File: src/rtl/decoder_seq_n.sv
// Registered N-to-2^N one-hot decoder with a valid/ready input handshake, a block enable,
// and a self-timed scan mode that walks the one-hot output with a programmable dwell.
module decoder_seq_n #(
  parameter int unsigned N     = 3,
  parameter int unsigned DWELL = 4
) (
  input  logic                clk,
  input  logic                rst,
  input  logic                en,
  input  logic                mode,
  input  logic [N-1:0]        sel,
  input  logic                in_valid,
  output logic                in_ready,
  output logic [(1<<N)-1:0]   dout,
  output logic                out_valid,
  output logic [N-1:0]        idx
);

  localparam int unsigned W        = 1 << N;
  localparam int unsigned CW       = (DWELL > 1) ? $clog2(DWELL) : 1;
  localparam logic [CW-1:0] CntMax = CW'(DWELL - 1);

  typedef enum logic [1:0] {StIdle, StDec, StScan} state_e;

  state_e          state_q;
  logic [CW-1:0]   cnt_q;
  logic            accept;
  logic            resume;

  assign in_ready = en & ~mode & ~rst;
  assign accept   = in_valid & in_ready;
  // dout is only ever zero in DEC/SCAN after en was dropped, so it marks a resume.
  assign resume   = (dout == '0);

  always_ff @(posedge clk) begin
    if (rst) begin
      state_q   <= StIdle;
      cnt_q     <= '0;
      dout      <= '0;
      idx       <= '0;
      out_valid <= 1'b0;
    end else if (!en) begin
      // State and dwell count freeze; outputs blank.
      dout      <= '0;
      idx       <= '0;
      out_valid <= 1'b0;
    end else begin
      out_valid <= 1'b0;
      if (mode) begin
        if (state_q != StScan || resume) begin
          state_q <= StScan;
          cnt_q   <= '0;
          idx     <= '0;
          dout    <= W'(1);
        end else if (cnt_q == CntMax) begin
          cnt_q   <= '0;
          idx     <= idx + N'(1);
          dout    <= {dout[W-2:0], dout[W-1]};
        end else begin
          cnt_q   <= cnt_q + CW'(1);
        end
      end else if (accept) begin
        state_q   <= StDec;
        dout      <= W'(1) << sel;
        idx       <= sel;
        out_valid <= 1'b1;
      end else if (state_q == StScan) begin
        state_q <= StIdle;
        dout    <= '0;
        idx     <= '0;
      end else if (state_q == StDec && resume) begin
        state_q <= StIdle;
      end
    end
  end

endmodule

File: config.mk
export PLATFORM = sky130hd
export DESIGN_NAME = decoder_seq_n
export DESIGN_NICKNAME = d
export VERILOG_FILES = /design/src/rtl/decoder_seq_n.sv
export SDC_FILE = /design/constraint.sdc
export NUM_CORES = 1
export LEC_CHECK = 0
export CORE_ASPECT_RATIO = 1.1
export CORE_MARGIN = 2
export CORE_UTILIZATION = 30
export DETAILED_ROUTE_END_ITERATION = 16
export PLACE_DENSITY = 0.56
export SLEW_MARGIN = 10
export SYNTH_ARGS = -nofsm -noshare
export SYNTH_HDL_FRONTEND = slang
export SYNTH_SLANG_ARGS = --single-unit
export TNS_END_PERCENT = 5
File: constraint.sdc
create_clock -name clk -period 5.1 [get_ports clk]
set_clock_uncertainty 0.2 [all_clocks]
set_input_delay 1.02 -clock clk [delete_from_list [all_inputs] [get_ports clk]]
set_output_delay 1.02 -clock clk [all_outputs]
set_load 0.02 [all_outputs]
Word-level counts from Yosys, hierarchy flattened
Cells that the tools add are included.
- flip-flop bits (word level): 16
- input bits: 8
- output and inout port bits: 13
- word-level logic and storage cells: 48
- add/subtract/negate cells: 2
- equality and inequality tests: 6
- shift operators: 1
- muxes and demuxes: 18
- bitwise operators: 6
- reduce and logical (&&, ||, !) cells: 10
- operators by type and width (cell ; number):
    $mux W8 ; 5
    $mux W3 ; 5
    $mux W2 ; 7
    $logic_not A8 Y1 ; 1
    $shl A1 B3 Y8 const A ; 1
    $eq A2 B2 Y1 const B ; 2
    $reduce_and A2 Y1 ; 2
    $reduce_bool A4 Y1 ; 1
    $add A3 B1 Y3 const B ; 1
    $and A1 B1 Y1 ; 3
    $ne A3 B1 Y1 const B ; 1
    $not A1 Y1 ; 3
    $reduce_and A3 Y1 ; 1
    $reduce_bool A3 Y1 ; 1
    $reduce_or A3 Y1 ; 1
    $add A2 B1 Y2 const B ; 1
    $eq A2 B1 Y1 const B ; 1
    $ne A2 B1 Y1 const B ; 1
    $ne A2 B2 Y1 const B ; 1
    $reduce_or A2 Y1 ; 1
    $logic_and A1 B1 Y1 ; 1
    $logic_or A1 B1 Y1 ; 1
    $mux W1 ; 1

Logic depth before layout (Yosys ltp)
Gate-level depths: netlist (run 1).
- word-level depth: 6
- gate-level depth with buffers: 6
- gate-level depth less buffers: 4

Least setup slack after synthesis (run 1)
OpenSTA, ideal clock, no wires.
- path kind: input port to output port
- from: input port rst
- to: output port in_ready
- data arrival time: 1.771 ns
- data required time: 3.880 ns
- setup slack: 2.109 ns
- stages on the path: 3
- path buffers: 1
- path through: nand2b_1 > buf_1 > nor2_1
- cells in the longest elaborated chain, start to end: 2
- RTL lines (element ; line ; RTL):
    start, declared ; 8 ; input logic rst,
    $not A1 Y1 ; 30 ; assign in_ready = en & ~mode & ~rst;
    $and A1 B1 Y1 ; 30 ;
    end, declared ; 13 ; output logic in_ready,
Every way passes these cells.

Worst setup path after layout (run 1)
Ends and elaborated chain as after synthesis.

==> run summary, run 1 <==
setup repair bufs after CTS -> 0
Post-synth EDFFs -> 0
Slew Viols, Final -> 0
critical path data required time -> 3.88 ns
Slew HR -> 53.4%
Synth Cell Area -> 926 um^2
Post-Layout Cell Count -> 151
Worst Path Arrival -> 2.85 ns
most frequent cells in the layout -> clkdlybuf4s50_1, dfxtp_1, a21oi_1, a32oi_1, a211oi_2
fin nets -> 128
Max Fclk -> 0.246 GHz
unrepaired setup endpoints after global routing -> false
clk_lat worst skew -> 0.30 ns
DRT iter0 DRCs -> 37
Yosys warnings -> 0
Synth-to-Final Area Change -> 25.7%
layout cell share with drive strength beyond 1 -> 14.5%
Post-Synthesis Cells -> 100
leakage -> 0.381 nW
largest net degree at the start of global routing -> 13
ys async rst share -> 0%
Power Density -> 243 nW/um^2
post-DP HPWL -> 1610 um
most frequently used flop master after synthesis -> dfxtp_1
Die Wd -> 57.0 um
Seq/Total Area, Yosys -> 34.6%
multi-input logic area -> 553 um^2
Final setup viols -> 0
reg-to-reg slack, setup -> 2.86 ns
internal power -> 0.199 mW
fillers -> 318
die area -> 3550 um^2
Clock Sinks -> 16
most common cell after layout, fill and taps aside -> clkdlybuf4s50_1
# IOs -> 21
Antenna Nets Post-Route -> 0
Hold Path Class -> flop to flop
Worst setup EP type -> output port
# rows -> 21
Initial Util -> 30.9%
Placed Cells -> 147
antenna diode count -> 0
Setup CP Type -> input port to output port
GRT Total Usage -> 14.1%
Top Family by Delay on Critical Path -> buffers and inverters
input/output buffers -> 20
vias in the first global route -> 863
switching power -> 0.0838 mW
syn nets -> 110
DR pass1 iterations -> 4
min Tclk post-route -> 4.07 ns
Post-CTS Resized -> 0
Combinational Power Share -> 21.9%
most used cell, CP -> clkdlybuf4s50_1
crit path launch type -> input port
Max Root-Sink Buffers -> 2
Detailed Route WL -> 2260 um
Flop pwr share -> 48.0%
Clock power frac -> 30.1%
DRC Markers -> 0
# hold bufs at CTS -> 0
CTS tree -> done
switch share -> 29.6%
Placer Congestion -> 0.858
# Max-Cap Violations -> 0
Die Y -> 62.3 um
CP max FO -> 12
worst slack, placed -> 1.02 ns
crit path cell chain -> clkdlybuf4s50_1, nand2b_1, nor2_1, clkdlybuf4s50_1
Final WS setup -> 1.03 ns
Final Hold Vio Count -> 0
Avg Inst Size Synth -> 9.26 um^2
sequential cell area -> 320 um^2
setup TNS -> 0 ns
peak supply drop -> 155 uV
first-pass GRT wire length -> 3970 um
cts bufs inserted -> 3
Congestion Overflow GR -> 0
CTS Root Cell -> clkbuf_4
Core Region -> 3000 um^2
worst-margin pin slew -> 0.697 ns
Vias/cell -> 6.06
CP Buf/Inv Count -> 2
Via Count -> 915
Final Core Density -> 38.8%
routed len/inst -> 15.0 um
#FFs+latches synth -> 16
run status -> finished, final reports clean
Unique masters post-synth -> 36
Worst-path clk slew -> 0.09 ns
initial antenna violation count -> 0
Crit path largest cell delay -> 0.62 ns
CTS H-tree depth -> 1
Critical-path top delay cell -> clkdlybuf4s50_1
fin crit share -> 79.8%
final cells by class:
| class | instances | area share, % |
|---|---|---|
| multi-input cells | 74 | 47.5 |
| flip-flops and latches | 16 | 27.5 |
| repair buffers | 20 | 17.2 |
| well taps | 34 | 3.66 |
| clock buffers | 4 | 3.12 |
| inverters | 3 | 0.968 |
flip-flops by register name, summed over array words and instances (netlist names):
name	cells
cnt_q	2
idx	3
state_q	2
dout	8
out_valid	1
cells by family after synthesis:
family                   after synthesis  synth area share (%)
AO/OA/AOI/OAI                         44                  38.4
AND/OR/NAND/NOR                       28                  18.6
flip-flops                            16                  34.6
buffers and inverters                 10                  5.67
adder cells (fa/ha/maj)                2                  2.70
power by group through the flow:
stage | sequential (mW) | clock, mW | combinational, mW
2_1_floorplan | 0.142 | 0 | 0.0374
3_3_place_gp | 0.138 | 0 | 0.0609
3_5_place_dp | 0.138 | 0 | 0.0614
4_1_cts | 0.136 | 0.0890 | 0.0616
5_1_grt | 0.136 | 0.0946 | 0.0678
6_report | 0.136 | 0.0852 | 0.0619
path summary, 6_finish.rpt:
check | from | to | cells after the start
max | rst | in_ready | 4
min | cnt_q[1] | cnt_q[1] | 2
min reg2reg | cnt_q[1] | cnt_q[1] | 2
max reg2reg | dout[6] | dout[0] | 4
metal layers:
layer / GRT usage (%) / wire, um
met4: 6.10 / 32
met1: 18.3 / 1050
met3: 5.42 / 147
met5: 0 / 0
met2: 20.8 / 1030
cell usage after synthesis (2+ instances only):
cell type	instances	share of area, %
dfxtp_1	16	35
a21oi_1	14	7.6
a32oi_1	10	9.5
a211oi_2	8	11
nand2_1	5	2.0
nand3_1	4	2.2
nor2_1	4	1.6
buf_2	3	1.6
inv_1	3	1.2
nor2b_1	3	2.0
a211oi_1	2	1.6
and3_1	2	1.4
ha_1	2	2.7
nor4_2	2	2.7
worst reg2reg max path, stage by stage, from the launching register on:
cell	delay, ns
dfxtp_1	0.35
nor4_2	0.43
a2111o_1	0.46
and2_1	0.50
a311oi_2	0.17
per-stage QoR:
| step | hold WS [ns] | instance area (um^2) | total power, mW |
|---|---|---|---|
| floorplan | 0.230 | 926 | 0.179 |
| global placement | 0.264 | 1130 | 0.199 |
| detailed placement | 0.252 | 1130 | 0.200 |
| CTS | 0.266 | 1160 | 0.286 |
| global route | 0.293 | 1160 | 0.299 |
| finish | 0.261 | 1160 | 0.283 |
Power figures use the tool's default switching activity.
==> inputs of run 2 (changes only) <==
==> constraint.sdc (replaced) <==
create_clock -name clk -period 4.1 [get_ports clk]
set_clock_uncertainty 0.2 [all_clocks]
set_input_delay 0.82 -clock clk [delete_from_list [all_inputs] [get_ports clk]]
set_output_delay 0.82 -clock clk [all_outputs]
set_load 0.02 [all_outputs]
==> run summary, run 2 (synthesis gave the netlist of run 1 again) <==
Top reg by flops -> dout
vias in the first global route -> 896
most frequent cells in the layout -> clkdlybuf4s50_1, dfxtp_1, a21oi_1, a32oi_1, a211oi_2
most used cell, CP -> clkdlybuf4s50_1
RR Startpoint -> dout[6]
fillers -> 310
Power Density -> 302 nW/um^2
Vias/cell -> 5.76
largest net degree at the start of global routing -> 13
# IOs -> 21
fin crit share -> 80.0%
first-pass GRT wire length -> 4070 um
antenna diode count -> 0
worst-margin pin slew -> 0.672 ns
fin nets -> 129
initial antenna violation count -> 0
Core Region -> 3000 um^2
min Tclk post-route -> 3.28 ns
CP max FO -> 6
Slew Viols, Final -> 0
routed len/inst -> 15.5 um
Placer Congestion -> 0.796
Worst Path Arrival -> 2.26 ns
Synth-to-Final Area Change -> 26.5%
critical path data required time -> 3.08 ns
Die Wd -> 57.0 um
DRT iter0 DRCs -> 14
GRT Total Usage -> 14.1%
max reg flops -> 8
post-DP HPWL -> 1690 um
Final setup viols -> 0
Via Count -> 876
# Max-Cap Violations -> 0
Max Root-Sink Buffers -> 2
crit path cell chain -> clkdlybuf4s50_1, nand2b_1, nor2_1, clkdlybuf4s50_1
Clock Sinks -> 16
run status -> finished, final reports clean
DR pass1 iterations -> 4
setup repair bufs after CTS -> 0
layout cell share with drive strength beyond 1 -> 15.3%
Hold Path Class -> flop to flop
CTS H-tree depth -> 1
biggest regs -> dout: 8 flops, idx: 3 flops
input/output buffers -> 20
Worst setup EP type -> output port
Crit path largest cell delay -> 0.61 ns
Die Y -> 62.3 um
# rows -> 21
CTS tree -> done
unrepaired setup endpoints after global routing -> false
Setup CP Type -> input port to output port
Initial Util -> 30.9%
setup TNS -> 0 ns
most common cell after layout, fill and taps aside -> clkdlybuf4s50_1
Congestion Overflow GR -> 0
Post-CTS Resized -> 0
Final Hold Vio Count -> 0
Detailed Route WL -> 2360 um
Final Core Density -> 39.1%
clk_lat worst skew -> 0.29 ns
peak supply drop -> 201 uV
hold_sp -> cnt_q[1]
die area -> 3550 um^2
leakage -> 0.386 nW
Antenna Nets Post-Route -> 0
DRC Markers -> 0
Max Fclk -> 0.305 GHz
CTS Root Cell -> clkbuf_4
Critical-path top delay cell -> clkdlybuf4s50_1
crit path launch type -> input port
Slew HR -> 55.0%
cts bufs inserted -> 3
# hold bufs at CTS -> 0
CP Launch Point -> rst
Worst-path clk slew -> 0.10 ns
==> run 2: cell types whose count changed in the layout (fill, tap and decap cells not counted) <==
cell,delta
buf_4,+1
==> run 2: final cells by class <==
cell class / count / area, um^2 / share of cell area, %
Multi-Input combinational cell: 74 / 553 / 47.2
Sequential cell: 16 / 320 / 27.4
Timing Repair Buffer: 21 / 208 / 17.7
Tap cell: 34 / 42.5 / 3.63
Clock buffer: 4 / 36.3 / 3.10
Inverter: 3 / 11.3 / 0.962
==> run 2: critical path: cells and delay by family <==
family | cells | cell delay [ns]
buffers and inverters | 2 | 1.12
and+or+nand+nor | 2 | 0.32
==> run 2: through the flow <==
step	cells	setup slack (ns)	power, mW	hold slack, ns	cell area [um^2]
detailed placement	148	0.822	0.249	0.252	1130
global placement	148	0.825	0.249	0.259	1130
floorplan	100	1.51	0.223	0.230	926
finish	152	0.820	0.354	0.272	1170
global route	152	0.747	0.371	0.336	1170
CTS	152	0.809	0.359	0.269	1170
==> run 2: power breakdown <==
| part | internal [mW] | switching (mW) |
|---|---|---|
| Combinational | 0.0325 | 0.0456 |
| Clock | 0.0540 | 0.0533 |
| Sequential | 0.161 | 0.00718 |
==> run 2: path summary, 6_finish.rpt <==
path	to	slack, ns	depth (start not counted)
setup / recovery	in_ready	0.82	4
hold / removal	cnt_q[1]	0.27	2
setup reg to reg	dout[0]	1.83	4
hold reg to reg	cnt_q[1]	0.27	2
==> run 2: layer usage <==
| layer | track usage (%) | part of all wire (%) |
|---|---|---|
| met5 | 0 | 0 |
| met4 | 2.91 | 0.72 |
| met3 | 4.58 | 4.3 |
| met2 | 23.0 | 46 |
| met1 | 18.1 | 49 |
==> inputs of run 3 (changes only) <==
==> constraint.sdc (replaced) <==
create_clock -name clk -period 3.02 [get_ports clk]
set_clock_uncertainty 0.2 [all_clocks]
set_input_delay 0.604 -clock clk [delete_from_list [all_inputs] [get_ports clk]]
set_output_delay 0.604 -clock clk [all_outputs]
set_load 0.02 [all_outputs]
==> run summary, run 3 (synthesis gave the netlist of run 1 again) <==
min Tclk post-route -> 2.72 ns
Top reg by flops -> dout
vias in the first global route -> 875
Final WS setup -> 0.302 ns
Placed Cells -> 154
GRT Total Usage -> 14.1%
Core Region -> 3000 um^2
routed len/inst -> 15.4 um
CTS H-tree depth -> 1
internal power -> 0.342 mW
Congestion Overflow GR -> 0
Combinational Power Share -> 23.3%
Slew Viols, Final -> 0
initial antenna violation count -> 0
hold_sp -> cnt_q[1]
CTS tree -> done
CP max FO -> 2
Post-Layout Inst Area -> 1220 um^2
Via Count -> 916
Antenna Nets Post-Route -> 0
Final Hold Vio Count -> 0
# hold bufs at CTS -> 0
CTS Root Cell -> clkbuf_4
max reg flops -> 8
crit path launch type -> input port
worst slack, placed -> 0.304 ns
critical path data required time -> 2.22 ns
Post-Layout Cell Count -> 158
Slew HR -> 64.5%
DP Area -> 1180 um^2
clk_lat worst skew -> 0.29 ns
switching power -> 0.144 mW
largest net degree at the start of global routing -> 13
Initial Util -> 30.9%
Die Y -> 62.3 um
worst hold path stage count -> 2
Hold Path Class -> flop to flop
Clock Sinks -> 16
CP Launch Point -> rst
RR Startpoint -> dout[6]
antenna diode count -> 0
Detailed Route WL -> 2440 um
layout cell share with drive strength beyond 1 -> 19.4%
DR pass1 iterations -> 4
fin nets -> 135
most frequent cells in the layout -> clkdlybuf4s50_1, dfxtp_1, a21oi_1, a32oi_1, a211oi_2
Max Root-Sink Buffers -> 2
power consumption -> 0.485 mW
Power Density -> 399 nW/um^2
run status -> finished, final reports clean
setup repair bufs after CTS -> 0
Worst Path Arrival -> 1.91 ns
Final setup viols -> 0
switch share -> 29.6%
# Max-Cap Violations -> 0
number of cells on the worst reg-to-reg path -> 4
# rows -> 21
unrepaired setup endpoints after global routing -> false
input/output buffers -> 20
# IOs -> 21
setup TNS -> 0 ns
Worst-path clk slew -> 0.09 ns
Synth-to-Final Area Change -> 31.4%
most common cell after layout, fill and taps aside -> clkdlybuf4s50_1
worst-margin pin slew -> 0.532 ns
Setup CP Type -> input port to output port
first-pass GRT wire length -> 4090 um
Placer Congestion -> 0.763
biggest regs -> dout: 8 flops, idx: 3 flops
DRC Markers -> 0
die area -> 3550 um^2
Die Wd -> 57.0 um
peak supply drop -> 176 uV
Final Core Density -> 40.6%
hold slack -> 0.272 ns
post-DP HPWL -> 1780 um
Clock power frac -> 29.6%
Post-CTS Resized -> 0
leakage -> 0.414 nW
cts bufs inserted -> 3
fin crit share -> 90.0%
DRT iter0 DRCs -> 21
Flop pwr share -> 47.1%
Vias/cell -> 5.80
Worst setup EP type -> output port
Max Fclk -> 0.368 GHz
[run 3: cell count changes in the layout (fill, tap and decap cells not counted)]
cell   before  now
buf_4       1    7
[run 3: worst paths after layout]
check	endpoint	slack, ns
max	in_ready	0.30
min	cnt_q[1]	0.27
max reg2reg	dout[0]	1.01
min reg2reg	cnt_q[1]	0.27
[run 3: final cells by class]
cell class	count	area, um^2
clock buffers	4	36.3
fillers	317	1780
inverters	3	11.3
multi-input cells	74	553
flip-flops and latches	16	320
well taps	34	42.5
repair buffers	27	253
[run 3: critical path, cell delays in order]
cell             delay [ns]
clkdlybuf4s50_1        0.42
nand2b_1               0.17
nor2_1                 0.10
clkdlybuf4s50_1        0.62
[run 3: power by group through the flow]
stage               logic [mW]  registers (mW)  clock network, mW
detailed placement       0.112           0.233                  0
CTS                      0.113           0.229              0.153
floorplan               0.0632           0.239                  0
finish                   0.113           0.229              0.144
global placement         0.111           0.233                  0
global route             0.123           0.230              0.158
[run 3: routing by layer]
| metal | track usage (%) | routed length (um) | vias up |
|---|---|---|---|
| li1 | - | - | 446 |
| met1 | 18.9 | 1100 | 442 |
| met2 | 22.6 | 1190 | 26 |
| met3 | 2.29 | 135 | 2 |
| met4 | 5.23 | 12 | 0 |
| met5 | 0 | 0 | - |
